--- src/rtl/branch_update_unit_if.sv ---
// Bundle between the execute stage, the PC generator and the predictor tables
// (BHT/PHT/BTB) for the branch update unit.
interface branch_update_unit_if;
  // Resolved-branch handshake: a record moves on a rising edge where
  // br_valid && br_ready; br_valid may drop or change freely when ready is low.
  logic        br_valid;
  logic        br_ready;
  logic [31:0] br_pc;
  logic        br_taken;
  logic [31:0] br_target;
  logic [1:0]  br_type;
  logic        br_pred_taken;
  logic [31:0] br_pred_target;

  logic        redirect_valid;
  logic [31:0] redirect_pc;

  logic [9:0]  bht_ridx;
  logic [4:0]  bht_rdata;
  logic [4:0]  pht_ridx;
  logic [1:0]  pht_rdata;

  logic        bht_we;
  logic [9:0]  bht_widx;
  logic [4:0]  bht_wdata;
  logic        pht_we;
  logic [4:0]  pht_widx;
  logic [1:0]  pht_wdata;
  logic        btb_we;
  logic [9:0]  btb_widx;
  logic [9:0]  btb_wtag;
  logic [31:0] btb_wtarget;
  logic [1:0]  btb_wtype;

  modport slave (
    input  br_valid, br_pc, br_taken, br_target, br_type, br_pred_taken, br_pred_target,
    input  bht_rdata, pht_rdata,
    output br_ready, redirect_valid, redirect_pc, bht_ridx, pht_ridx,
    output bht_we, bht_widx, bht_wdata, pht_we, pht_widx, pht_wdata,
    output btb_we, btb_widx, btb_wtag, btb_wtarget, btb_wtype
  );

  modport master (
    output br_valid, br_pc, br_taken, br_target, br_type, br_pred_taken, br_pred_target,
    output bht_rdata, pht_rdata,
    input  br_ready, redirect_valid, redirect_pc, bht_ridx, pht_ridx,
    input  bht_we, bht_widx, bht_wdata, pht_we, pht_widx, pht_wdata,
    input  btb_we, btb_widx, btb_wtag, btb_wtarget, btb_wtype
  );
endinterface

--- src/rtl/branch_update_unit.sv ---
// Buffers resolved branches, raises mispredict redirects immediately and
// retires each record into the BHT/PHT/BTB through an IDLE/LOOKUP/WRITE walk.
module branch_update_unit #(
  parameter int FIFO_DEPTH = 4
) (
  input  logic                clk,
  input  logic                rst,
  branch_update_unit_if.slave bus,
  output logic [1:0]          dbg_state_o
);
  localparam int PW = $clog2(FIFO_DEPTH);
  localparam int CW = $clog2(FIFO_DEPTH + 1);

  typedef enum logic [1:0] {IDLE = 2'd0, LOOKUP = 2'd1, WRITE = 2'd2} state_e;

  typedef struct packed {
    logic [31:0] pc;
    logic        taken;
    logic [31:0] target;
    logic [1:0]  btype;
  } rec_t;

  rec_t          fifo_q [FIFO_DEPTH];
  logic [PW-1:0] wr_ptr_q, wr_ptr_d;
  logic [PW-1:0] rd_ptr_q, rd_ptr_d;
  logic [CW-1:0] count_q, count_d;

  state_e        state_q;
  rec_t          work_q;
  logic [4:0]    hist_q;
  logic [1:0]    ctr_q;

  logic          redir_valid_q, redir_valid_d;
  logic [31:0]   redir_pc_q, redir_pc_d;

  logic          full, empty, push, pop, mispredict, wr_en;
  logic [9:0]    lookup_idx;
  logic [1:0]    ctr_next;
  rec_t          in_rec;

  assign full  = (count_q == CW'(FIFO_DEPTH));
  assign empty = (count_q == '0);
  assign bus.br_ready = !rst && !full;
  assign push  = bus.br_valid && bus.br_ready;
  assign pop   = (state_q == IDLE) && !empty;

  assign in_rec = '{pc: bus.br_pc, taken: bus.br_taken, target: bus.br_target,
                    btype: bus.br_type};

  // Redirect is decided on the accepted record itself, never waiting on the FSM.
  assign mispredict = (bus.br_taken != bus.br_pred_taken) ||
                      (bus.br_taken && (bus.br_target != bus.br_pred_target));

  always_comb begin
    redir_valid_d = push && mispredict;
    redir_pc_d    = bus.br_taken ? bus.br_target : bus.br_pc + 32'd4;
    wr_ptr_d      = push ? wr_ptr_q + PW'(1) : wr_ptr_q;
    rd_ptr_d      = pop ? rd_ptr_q + PW'(1) : rd_ptr_q;
    count_d       = count_q + CW'(push) - CW'(pop);
  end

  always_ff @(posedge clk) begin
    if (rst) begin
      redir_valid_q <= 1'b0;
      redir_pc_q    <= '0;
      wr_ptr_q      <= '0;
      rd_ptr_q      <= '0;
      count_q       <= '0;
    end else begin
      redir_valid_q <= redir_valid_d;
      redir_pc_q    <= redir_pc_d;
      wr_ptr_q      <= wr_ptr_d;
      rd_ptr_q      <= rd_ptr_d;
      count_q       <= count_d;
    end
  end

  always_ff @(posedge clk) begin
    if (push) fifo_q[wr_ptr_q] <= in_rec;
  end

  always_ff @(posedge clk) begin
    if (rst) begin
      state_q <= IDLE;
    end else begin
      case (state_q)
        IDLE: begin
          if (!empty) begin
            work_q  <= fifo_q[rd_ptr_q];
            state_q <= LOOKUP;
          end
        end
        LOOKUP: begin
          hist_q  <= bus.bht_rdata;
          ctr_q   <= bus.pht_rdata;
          state_q <= WRITE;
        end
        WRITE:   state_q <= IDLE;
        default: state_q <= IDLE;
      endcase
    end
  end

  // Counter order along the taken direction is 01 -> 00 -> 10 -> 11.
  always_comb begin
    ctr_next = ctr_q;
    if (work_q.taken) begin
      case (ctr_q)
        2'b01:   ctr_next = 2'b00;
        2'b00:   ctr_next = 2'b10;
        default: ctr_next = 2'b11;
      endcase
    end else begin
      case (ctr_q)
        2'b11:   ctr_next = 2'b10;
        2'b10:   ctr_next = 2'b00;
        default: ctr_next = 2'b01;
      endcase
    end
  end

  assign lookup_idx = work_q.pc[21:12] ^ work_q.pc[11:2];
  // Reset in WRITE must suppress the strobes within that very cycle.
  assign wr_en      = (state_q == WRITE) && !rst;

  assign bus.redirect_valid = redir_valid_q;
  assign bus.redirect_pc    = redir_pc_q;
  assign bus.bht_ridx       = lookup_idx;
  assign bus.pht_ridx       = bus.bht_rdata;
  assign bus.bht_we         = wr_en;
  assign bus.bht_widx       = lookup_idx;
  assign bus.bht_wdata      = {hist_q[3:0], work_q.taken};
  assign bus.pht_we         = wr_en;
  assign bus.pht_widx       = hist_q;
  assign bus.pht_wdata      = ctr_next;
  assign bus.btb_we         = wr_en && work_q.taken;
  assign bus.btb_widx       = work_q.pc[11:2];
  assign bus.btb_wtag       = work_q.pc[21:12];
  assign bus.btb_wtarget    = work_q.target;
  assign bus.btb_wtype      = work_q.btype;
  assign dbg_state_o        = state_q;
endmodule

--- src/flat_wrapper.sv ---
// flat-port wrapper written by rule: the top's interface ports become plain ports
module branch_update_unit_flat 
#(
  parameter int FIFO_DEPTH = 4
)
  (clk, rst, dbg_state_o, bus_br_valid, bus_br_pc, bus_br_taken, bus_br_target, bus_br_type, bus_br_pred_taken, bus_br_pred_target, bus_bht_rdata, bus_pht_rdata, bus_br_ready, bus_redirect_valid, bus_redirect_pc, bus_bht_ridx, bus_pht_ridx, bus_bht_we, bus_bht_widx, bus_bht_wdata, bus_pht_we, bus_pht_widx, bus_pht_wdata, bus_btb_we, bus_btb_widx, bus_btb_wtag, bus_btb_wtarget, bus_btb_wtype);
  branch_update_unit_if bus_i ();
  input  logic clk;
  input  logic rst;
  output logic [1:0] dbg_state_o;
  input wire logic [$bits(bus_i.br_valid)-1:0] bus_br_valid;
  input wire logic [$bits(bus_i.br_pc)-1:0] bus_br_pc;
  input wire logic [$bits(bus_i.br_taken)-1:0] bus_br_taken;
  input wire logic [$bits(bus_i.br_target)-1:0] bus_br_target;
  input wire logic [$bits(bus_i.br_type)-1:0] bus_br_type;
  input wire logic [$bits(bus_i.br_pred_taken)-1:0] bus_br_pred_taken;
  input wire logic [$bits(bus_i.br_pred_target)-1:0] bus_br_pred_target;
  input wire logic [$bits(bus_i.bht_rdata)-1:0] bus_bht_rdata;
  input wire logic [$bits(bus_i.pht_rdata)-1:0] bus_pht_rdata;
  output wire logic [$bits(bus_i.br_ready)-1:0] bus_br_ready;
  output wire logic [$bits(bus_i.redirect_valid)-1:0] bus_redirect_valid;
  output wire logic [$bits(bus_i.redirect_pc)-1:0] bus_redirect_pc;
  output wire logic [$bits(bus_i.bht_ridx)-1:0] bus_bht_ridx;
  output wire logic [$bits(bus_i.pht_ridx)-1:0] bus_pht_ridx;
  output wire logic [$bits(bus_i.bht_we)-1:0] bus_bht_we;
  output wire logic [$bits(bus_i.bht_widx)-1:0] bus_bht_widx;
  output wire logic [$bits(bus_i.bht_wdata)-1:0] bus_bht_wdata;
  output wire logic [$bits(bus_i.pht_we)-1:0] bus_pht_we;
  output wire logic [$bits(bus_i.pht_widx)-1:0] bus_pht_widx;
  output wire logic [$bits(bus_i.pht_wdata)-1:0] bus_pht_wdata;
  output wire logic [$bits(bus_i.btb_we)-1:0] bus_btb_we;
  output wire logic [$bits(bus_i.btb_widx)-1:0] bus_btb_widx;
  output wire logic [$bits(bus_i.btb_wtag)-1:0] bus_btb_wtag;
  output wire logic [$bits(bus_i.btb_wtarget)-1:0] bus_btb_wtarget;
  output wire logic [$bits(bus_i.btb_wtype)-1:0] bus_btb_wtype;
  assign bus_i.br_valid = bus_br_valid;
  assign bus_i.br_pc = bus_br_pc;
  assign bus_i.br_taken = bus_br_taken;
  assign bus_i.br_target = bus_br_target;
  assign bus_i.br_type = bus_br_type;
  assign bus_i.br_pred_taken = bus_br_pred_taken;
  assign bus_i.br_pred_target = bus_br_pred_target;
  assign bus_i.bht_rdata = bus_bht_rdata;
  assign bus_i.pht_rdata = bus_pht_rdata;
  assign bus_br_ready = bus_i.br_ready;
  assign bus_redirect_valid = bus_i.redirect_valid;
  assign bus_redirect_pc = bus_i.redirect_pc;
  assign bus_bht_ridx = bus_i.bht_ridx;
  assign bus_pht_ridx = bus_i.pht_ridx;
  assign bus_bht_we = bus_i.bht_we;
  assign bus_bht_widx = bus_i.bht_widx;
  assign bus_bht_wdata = bus_i.bht_wdata;
  assign bus_pht_we = bus_i.pht_we;
  assign bus_pht_widx = bus_i.pht_widx;
  assign bus_pht_wdata = bus_i.pht_wdata;
  assign bus_btb_we = bus_i.btb_we;
  assign bus_btb_widx = bus_i.btb_widx;
  assign bus_btb_wtag = bus_i.btb_wtag;
  assign bus_btb_wtarget = bus_i.btb_wtarget;
  assign bus_btb_wtype = bus_i.btb_wtype;
  branch_update_unit #(.FIFO_DEPTH(FIFO_DEPTH)) u_core (.clk(clk), .rst(rst), .bus(bus_i), .dbg_state_o(dbg_state_o));
endmodule
--- config.mk ---
export PLATFORM = sky130hd
export DESIGN_NAME = branch_update_unit_flat
export DESIGN_NICKNAME = d
export VERILOG_FILES = /design/src/rtl/branch_update_unit_if.sv /design/src/rtl/branch_update_unit.sv /design/src/flat_wrapper.sv
export SDC_FILE = /design/constraint.sdc
export NUM_CORES = 1
export LEC_CHECK = 0
export CAP_MARGIN = 20
export CORE_UTILIZATION = 40
export CTS_BUF_LIST = sky130_fd_sc_hd__clkbuf_2
export DETAILED_ROUTE_END_ITERATION = 16
export GPL_TIMING_DRIVEN = 0
export SKIP_LAST_GASP = 1
export SLEW_MARGIN = 30
export SYNTH_ARGS = -nofsm -noshare
export SYNTH_HDL_FRONTEND = slang
export SYNTH_SLANG_ARGS = --single-unit
--- constraint.sdc ---
create_clock -name clk -period 8.75 [get_ports clk]
set_input_delay 0.875 -clock clk [delete_from_list [all_inputs] [get_ports clk]]
set_output_delay 0.875 -clock clk [all_outputs]
set_load 0.01 [all_outputs]
==> results_dict.tcl <==
set metrics [dict create \
    dr.pass1.iters 4 \
    p_leak_nw 5.560 \
    switching_power_mw 1.133 \
    met3_usage 0.05365 \
    cts-root-buf "clkbuf_2" \
    htree_levels 3 \
    place_congestion 0.8021 \
    internal_power_mw 2.874 \
    synth_area_per_cell_um2 18.76 \
    vdd.ir_drop.worst_mv 0.09689 \
    nets 1122 \
    p_comb_frac 0.262 \
    met1_usage 0.2620 \
    status "finished, final reports clean" \
    track_usage 0.1979 \
    cts_buffers 81 \
    drc_errors 0 \
    clkSlewWorstSetupHoldPaths_ns 0.10 \
    portBuffers 238 \
    core_um2 30670 \
    synthToLayoutAreaGrowth_pct 30.42 \
    startpoint_type "flip-flop" \
    use_met2 0.3188 \
    synthFlopType "edfxtp_1" \
    slew_viol_final 0 \
    netlist_instances 666 \
    grt_max_degree 33 \
    yosysSeqAreaShare 0.7450 \
    post-route-period-util 0.3714 \
    synth_edf_count 282 \
    syn_area_um2 12490 \
    grt_pass1_vias 7493 \
    period_needed_ns 3.249 \
    antenna_found_initial 1 \
    timing.max_cap.violations 0 \
    routed_wl_um 31190 \
    rsz0062_at_grt "no" \
    fill_cells 2608 \
    start_util 0.4074 \
    critPathMaxFanout 6 \
    clockBufferDepth 3 \
    clock_skew_ns 0.05606 \
    crit_path_end_kind "output pin" \
    finalHoldViolCount 0 \
    cts_setup_buffers 0 \
    critPathKind "flip-flop to output pin" \
    cts_sinks 324 \
    clk_latency_ns 0.85 \
    cts_resized 0 \
    dieHeight_um 178.7 \
    synth_cell_types 34 \
    postCtsHoldBufs 0 \
    rows 64 \
    grt-busiest-layer "met2" \
    cellPowerDensity_nw_per_um2 245.9 \
    tightest_slew_ns 0.8115 \
    die-width_um 178.7 \
    ios 240 \
    drt_iter0_drc 416 \
    synth_seq_cells 324 \
    switching_share 0.2827 \
    layout_setup_ws_ns 5.501 \
    dr_total_vias 7198 \
    arrival_ns 2.37 \
    synthArstFlopShare 0 \
    tns_ns 0 \
    slew_headroom 0.4590 \
    setup_violations 0 \
    grt_overflow_total 0 \
    routedWlPerCell_um 21.42 \
    syn_nets 784 \
    final_layout_size_suffix_gt1_frac 0.2219 \
    seqPwrFrac 0.488 \
    ant_nets 0 \
    grt_pass1_wl_um 45290 \
    dpl.hpwl_um 22010 \
    power.share.clock 0.250 \
    dieArea_um2 31950 \
    cts_tree "built" \
    fmax_mhz 307.7 \
    pre_cts_slack_ns 5.526 \
    yosysWarnings 0 \
    via_per_inst 4.944 \
    min_path_type "primary input to flip-flop" \
    required_ns 7.88 \
]
-- metrics by stage --
step                      hold slack [ns]  power [mW]  std cells  instance area [um^2]  utilization
after floorplan                    0.5074       2.516        666                 12490            -
after global placement             0.5266       3.047       1300                 15370       0.5012
after detailed placement           0.5493       3.064       1317                 15560       0.5073
after CTS                          0.4259       4.075       1455                 16290       0.5312
after global routing               0.5115       4.218       1456                 16300       0.5313
final                              0.5180       4.007       1456                 16300       0.5313
-- area by class of cell --
class	count	area, um^2	share of cell area
antenna	1	2.502	0.0001536
buffer	46	256.5	0.01574
clock buffer	118	590.6	0.03624
clock inverter	20	143.9	0.008830
inverter	6	22.52	0.001382
multi-input combinational	290	2939	0.1804
sequential	324	9309	0.5713
tap	396	495.5	0.03041
timing repair buffer	255	2536	0.1556
-- flip-flops by register name, indices dropped and copies added (netlist names) --
name	cells
u_core.bus.btb_widx	10
u_core.bus.btb_wtag	10
u_core.bus.btb_wtarget	32
u_core.ctr_q	2
u_core.rd_ptr_q	2
u_core.bus.bht_wdata	1
u_core.dbg_state_o	2
u_core.fifo_q	220
u_core.wr_ptr_q	2
u_core.bus.btb_wtype	2
u_core.count_q	3
u_core.bus.redirect_valid	1
u_core.bus.pht_widx	5
u_core.bus.redirect_pc	32
-- worst paths after layout --
check | start | depth (start not counted) | slack [ns] | end
setup reg to reg | u_core.count_q[1]$_SDFF_PP0_ | 10 | 6.34 | u_core.count_q[2]$_SDFF_PP0_
hold reg to reg | u_core.wr_ptr_q[1]$_SDFFE_PP0P_ | 2 | 0.56 | u_core.wr_ptr_q[1]$_SDFFE_PP0P_
setup / recovery | u_core.count_q[1]$_SDFF_PP0_ | 3 | 5.50 | bus_br_ready
hold / removal | rst | 2 | 0.52 | u_core.count_q[0]$_SDFF_PP0_
-- layer usage --
layer | part of all wire | vias to the layer above | routed length (um)
met5 | 0 | - | 0
met4 | 0.016 | 0 | 499
met3 | 0.067 | 34 | 2099
met2 | 0.49 | 253 | 15280
met1 | 0.43 | 3599 | 13310
li1 | - | 3312 | -
-- critical path: stages, from the launching register on --
cell,delay (ns)
dfxtp_1,0.43
nor2_1,0.06
a21oi_1,0.41
clkdlybuf4s50_1,0.66
-- Yosys cell counts (3+ instances only) --
library cell | n | area share
inv_1 | 6 | 0.0018
ha_1 | 7 | 0.0070
buf_2 | 6 | 0.0024
nand3_1 | 15 | 0.0060
clkbuf_1 | 17 | 0.0051
a211oi_1 | 19 | 0.011
and4_1 | 4 | 0.0028
buf_1 | 3 | 0.00090
mux4_2 | 55 | 0.099
and3_1 | 10 | 0.0050
nand4_1 | 10 | 0.0050
nor3_1 | 5 | 0.0020
a21oi_1 | 8 | 0.0032
nor2_1 | 41 | 0.012
edfxtp_1 | 282 | 0.68
dfxtp_1 | 42 | 0.067
buf_4 | 20 | 0.012
nor4_1 | 8 | 0.0040
mux2i_1 | 4 | 0.0032
xor2_1 | 57 | 0.040
nand2_1 | 12 | 0.0036
nor3b_1 | 3 | 0.0018
xnor2_1 | 19 | 0.013
-- cell usage in the layout (no fill, tap or decap), drive strengths merged, types with 2 or more instances in the layout --
cell / instances
nor3b: 3
nor2: 41
buf: 45
nand3: 15
nand2: 12
nor4: 9
bufinv: 2
mux4: 55
and3: 10
a211oi: 21
and2: 2
mux2i: 4
clkinvlp: 3
clkdlybuf4s50: 238
xnor2: 19
xor2: 57
nand4: 11
dfxtp: 42
nor3: 5
clkinv: 15
inv: 6
a21oi: 8
edfxtp: 282
and4: 4
ha: 7
clkbuf: 136
-- logic make-up after synthesis --
kind of cell | after synthesis | synth area share
xor gates and xnor gates | 76 | 0.05327
buffers and inverters | 52 | 0.02223
and+or+nand+nor | 114 | 0.04937
muxes | 60 | 0.1032
adders and majority gates | 8 | 0.008612
AOI/OAI and AO/OA | 32 | 0.01823
DFF | 324 | 0.7450
-- power by group through the flow --
stage	Clock, mW	Combinational [mW]	Sequential (mW)
global route	1.11	1.13	1.97
global placement	0	1.03	2.02
finish	1.00	1.05	1.96
detailed placement	0	1.07	1.99
floorplan	0	0.479	2.04
CTS	1.04	1.07	1.96
No activity file was read; power rests on OpenSTA's default activity.
